<file path="src/rtl/nibble_packer.sv">
// Packs NIBBLES consecutive WIDTH-bit nibbles into one word, nibble k in slot k,
// and holds the word for the consumer under a valid/ready handshake.
module nibble_packer #(
  parameter int NIBBLES = 8,
  parameter int WIDTH   = 4
) (
  input  logic                       clock,
  input  logic                       reset,
  input  logic                       clear,
  input  logic [WIDTH-1:0]           nib_in,
  input  logic                       nib_valid,
  output logic                       nib_ready,
  output logic [NIBBLES*WIDTH-1:0]   word_out,
  output logic                       word_valid,
  input  logic                       word_ready,
  output logic [$clog2(NIBBLES):0]   count
);

  localparam int IDXW = $clog2(NIBBLES);
  localparam int CW   = $clog2(NIBBLES) + 1;

  typedef enum logic {COLLECT, FULL} state_t;

  state_t                     state_q, state_d;
  logic [IDXW-1:0]            idx_q, idx_d;
  logic [CW-1:0]              count_q, count_d;
  logic [NIBBLES*WIDTH-1:0]   word_q, word_d;

  always_ff @(posedge clock) begin
    if (reset) begin
      state_q <= COLLECT;
      idx_q   <= '0;
      count_q <= '0;
      word_q  <= '0;
    end else begin
      state_q <= state_d;
      idx_q   <= idx_d;
      count_q <= count_d;
      word_q  <= word_d;
    end
  end

  // clear takes priority over accept and handoff in the same cycle
  always_comb begin
    state_d = state_q;
    idx_d   = idx_q;
    count_d = count_q;
    word_d  = word_q;
    if (clear) begin
      state_d = COLLECT;
      idx_d   = '0;
      count_d = '0;
      word_d  = '0;
    end else begin
      unique case (state_q)
        COLLECT: begin
          if (nib_valid) begin
            word_d[idx_q*WIDTH +: WIDTH] = nib_in;
            count_d = count_q + 1'b1;
            if (idx_q == IDXW'(NIBBLES - 1)) begin
              idx_d   = '0;
              state_d = FULL;
            end else begin
              idx_d = idx_q + 1'b1;
            end
          end
        end
        FULL: begin
          if (word_ready) begin
            state_d = COLLECT;
            idx_d   = '0;
            count_d = '0;
            word_d  = '0;
          end
        end
        default: state_d = COLLECT;
      endcase
    end
  end

  assign nib_ready  = (state_q == COLLECT);
  assign word_valid = (state_q == FULL);
  assign word_out   = word_q;
  assign count      = count_q;

endmodule

</file>
<file path="config.mk">
export PLATFORM = sky130hd
export DESIGN_NAME = nibble_packer
export DESIGN_NICKNAME = d
export VERILOG_FILES = /design/src/rtl/nibble_packer.sv
export SDC_FILE = /design/constraint.sdc
export NUM_CORES = 1
export LEC_CHECK = 0
export CAP_MARGIN = 20
export CORE_ASPECT_RATIO = 1.5
export CORE_MARGIN = 4
export CORE_UTILIZATION = 42
export CTS_BUF_LIST = sky130_fd_sc_hd__clkbuf_16
export DETAILED_ROUTE_END_ITERATION = 10
export PLACE_DENSITY = 0.76
export SLEW_MARGIN = 20
export SYNTH_ARGS = -nofsm -noshare
export SYNTH_HDL_FRONTEND = slang
export SYNTH_SLANG_ARGS = --single-unit
</file>
<file path="constraint.sdc">
create_clock -name clock -period 2 [get_ports clock]
set_clock_uncertainty 0.2 [all_clocks]
set_input_delay 0.6 -clock clock [delete_from_list [all_inputs] [get_ports clock]]
set_output_delay 0.6 -clock clock [all_outputs]
set_load 0.1 [all_outputs]
</file>
---- Word-level counts from Yosys, hierarchy flattened ----
Index checks and enable logic that the tools add are counted.
operators by class
  add/subtract/negate cells ............... 3
  equal/unequal tests ..................... 3
  shifts and indexed selects .............. 2
  multiplexer cells ....................... 15
  bitwise logic cells ..................... 1
  reductions and logical operators ........ 2
operators with widths
  kind                       count
  $mux W32                   2
  $pmux W32 S2               1
  $neg A5 Y34                1
  $shift A4 B34 Y32 const A  1
  $shiftx A4 B34 Y32         1
  $bwmux W32                 1
  $mux W3                    3
  $mux W4                    2
  $pmux W4 S2                1
  $pmux W3 S2                1
  $add A4 B1 Y4 const B      1
  $ne A2 B2 Y1 const B       2
  $add A3 B1 Y3 const B      1
  $eq A3 B3 Y1 const B       1
  $mux W1                    3
  $pmux W1 S2                1
  $reduce_and A2 Y1          1
  $reduce_or A2 Y1           1
  $not A1 Y1                 1
word-level totals
  bits in registers ....................... 40
  input port bits ......................... 9
  output and inout port bits .............. 38
  word-level logic and storage cells ...... 30

---- Logic depth before layout (Yosys ltp) ----
  word-level depth ........................ 5
  depth in mapped cells ................... 7
  depth with buffers taken out ............ 6

---- Worst setup path before layout ----
OpenSTA, ideal clock, no wires.
  kind .................................... reg2out
  start point ............................. register state_q, in the netlist word_valid
  end point ............................... output port nib_ready
  data arrival time ....................... 1.615 ns
  slack ................................... -0.415 ns
  cell stages (with the launch flop) ...... 3
  buffers on the path ..................... 1
  cells stage by stage .................... dfxtp_1 -> buf_4 -> inv_1
on the way
  cells in the longest elaborated chain, start to end .. 1
ends and longest elaborated chain
  item                      line  RTL
  start: declaration        24    state_t state_q, state_d;
  start signal: assignment  36    state_q <= state_d;
  $not A1 Y1                --
  end: declaration          12    output logic nib_ready,
Every way passes these cells.

---- Worst setup path in the final report ----
  start point ............................. input port nib_valid
  end point ............................... register word_q[10], in the netlist word_out[10]
on the way
  cells in the longest elaborated chain, start to end .. 2
ends and longest elaborated chain
  item                         line  RTL
  start: declaration           11    input logic nib_valid,
  $ne A2 B2 Y1 (no line)       --
  $reduce_and A2 Y1 (no line)  --
  end signal: assignment       39    word_q <= word_d;
  end: declaration             27    logic [NIBBLES*WIDTH-1:0] word_q, word_d;
Every way passes these cells.
A chain may end at the register's enable or synchronous reset.

==> summary.txt <==
status: finished, final reports clean
placer congestion estimate: 0.756
yosys synthesis warning count: 0
setup repair after global routing missed its margin: no
register-to-register path setup slack: 100 ps
Fin Hold WS: 294 ps
xor/xnor cell area share of the yosys netlist: 0.519%
worst setup path category: in -> reg
quantity of I/O buffers inserted on ports: 46
fraction of the cycle the final worst path needs: 95.2%
die span in y: 85.6 µm
number of cells on the worst hold path: 2
post-route non-filler standard cell count: 275
drc violations: 0
Vias/cell: 5.19
number of DRC markers after the initial detailed-route iteration: 25
number of cells on the worst reg-to-reg path: 7
number of buffers inserted during clock tree synthesis: 5
core area: 3920 µm²
Syn-to-layout area delta: 64.5%
later-pin clock latency in the skew report: 280 ps
initial core utilization: 43.0%
Clk Tree Root Cell: clkbuf_16
largest family of logic cells by synthesized area: simple AND/OR/NAND/NOR gates
most instantiated cells after synthesis: nand2_1 (43), dfxtp_1 (40), mux2i_1 (34), nor2_1 (8), nand3_1 (7)
number of detailed-route iterations in the first pass: 4
RR Endpoint: word_out[28]
CTS sink count: 40
minimum clock period: 1900 ps
antenna violations before repair: 0
fraction of the yosys area taken by sequential cells: 47.4%
detailed-route via count: 1426
most common cell in the synthesized netlist: nand2_1
post-synthesis instance total: 172
final count of negative-setup-slack endpoints: 0
area fraction in compound gates after synthesis: 3.11%
TritonCTS clock tree: done
nature of the critical path endpoint: register
Critical Path RT: 2010 ps
Worst R2R Start: idx_q[0]
net count after synthesis: 187
share of synthesized cell area in and, or, nand and nor gates: 20.9%
Post-synth ARST share: 0%
f_max: 525 MHz
source of the worst hold timing path: word_out[23]
Hold Crit Endpoint: word_out[23]
number of enable flip-flop cells after synthesis: 0
class of the worst hold path: reg -> reg
Die W: 59.8 µm
H-Tree Level Count: 2
final worst slack: 95.2 ps
final hold violation count: 0
worst-path maximum fanout: 4
synth unique cells: 26
number of slew-limit violations in the final report: 0
count of state elements after synthesis: 40
Leak: 1.20 nW
total overflow reported by the global router: 0
Post-synth top flop: dfxtp_1
Boundary Pins: 47
total wirelength of the detailed-routed design: 4040 µm
placed cell count: 267
aggregate global-route resource usage: 18.1%
clock transition at the register clock pins on the worst setup and hold paths after CTS: 50 ps
worst slack after detailed placement: -236 ps
WL/cell: 14.7 µm
overall power: 1.70 mW
Post-Syn Area per Cell: 9.81 µm²
Final nets: 244
share of cells above drive strength 1: 26.5%
mapped cell area: 1690 µm²
measured slew at the worst slew-check pin: 305 ps
Startpoint Class: input pin
top area cells in the synthesized netlist: dfxtp_1 (47%), mux2i_1 (20%), nand2_1 (9.6%)
Worst EP arrival: 1910 ps
Adder-Cell Fraction of Synth Area: 4.45%
HPWL after detailed placement: 3110 µm
pwr/cell area: 612 nW/µm²
global-route wire length before repair: 6830 µm
row cnt: 28
# diodes: 0
buffers from clock root to sink, at most: 2
multiplexer share of the synthesized area: 20.2%
cell type contributing the most total cell area after synthesis: dfxtp_1
post-synth top area share: 47.4%
Die Footprint: 5120 µm²
vias in the first global route: 1486
pin count of the biggest net entering global routing: 33
Setup Total Neg Slack: 0 ps
count of nets left with antenna violations after detail routing: 0
Slew headroom: 79.6%
number of max-cap violations: 0
largest voltage drop on the vdd net: 782 µV
## cell usage in the layout, fill, tap and decap left out
cell type,instances
and2b_1,1
and4bb_1,1
a22oi_1,2
a211oi_2,1
nor4b_4,1
nor2b_1,2
xor2_1,1
nand3_1,7
clkbuf_16,5
and4_2,1
nor3_1,1
nand3b_1,2
nand4_1,1
clkdlybuf4s50_1,8
nor4bb_1,1
nand2_1,43
clkinv_1,2
dfxtp_4,1
buf_4,9
or3_1,1
dfxtp_1,39
a21oi_1,4
clkinvlp_4,1
nor2_1,8
or2_2,2
inv_1,4
ha_1,6
mux2i_1,34
o21ai_0,1
buf_12,39
and3_2,1
## worst max-delay path, cell delays in order
cell             delay, ps
clkdlybuf4s50_1        520
nor4b_4                250
and4_2                 340
mux2i_1                200
## timing repair
action                                  in CTS  in global routing
buffers inserted                             0                  0
endpoints found under the setup margin       0                  4
hold buffers                                 0                  0
gates resized for setup                      0                  2
## layout make-up
class	count	area, µm²
multi-input cells	122	832
clock inverters	3	11.3
clock buffers	5	125
flip-flops and latches	40	805
well taps	45	56.3
inverters	4	18.8
repair buffers	56	928
fillers	281	1150
## sequential cells by signal, summed over array words and instances, names as in the netlist
signal / count
count: 4
idx_q: 3
word_out: 32
word_valid: 1
## per-stage QoR
stage               utilization [%]  instance area (µm²)
detailed placement             67.2                 2640
global route                   70.8                 2780
global placement               67.2                 2640
floorplan                         -                 1700
finish                         70.8                 2780
CTS                            70.7                 2770
## logic make-up after synthesis
family          after synthesis
xor+xnor                      1
compound gates                8
buf+inv                      10
fa+ha+maj                     6
mux                          34
flops                        40
simple gates                 73
## layer usage
layer | GRT usage, % | vias up | part of all wire [%]
li1 | - | 699 | -
met4 | 9.88 | 0 | 2.6
met2 | 32.3 | 42 | 57
met1 | 17.3 | 675 | 34
met5 | 0 | - | 0
met3 | 6.33 | 10 | 5.7
## power breakdown
group / internal, mW / switching [mW]
Combinational: 0.0646 / 0.0867
Sequential: 0.801 / 0.00560
Clock: 0.448 / 0.292
Total: 1.31 / 0.385
## how the worst max path moves through the flow
stage | startpoint | cells after the start | to
3_3_place_gp | nib_valid | 4 | word_out[8]
5_1_grt | idx_q[0] | 6 | word_out[16]
6_report | nib_valid | 4 | word_out[10]
3_5_place_dp | nib_valid | 4 | word_out[9]
2_1_floorplan | idx_q[0] | 7 | word_out[4]
4_1_cts | nib_valid | 4 | word_out[10]
Note: power is estimated with default switching activity, not from simulation.
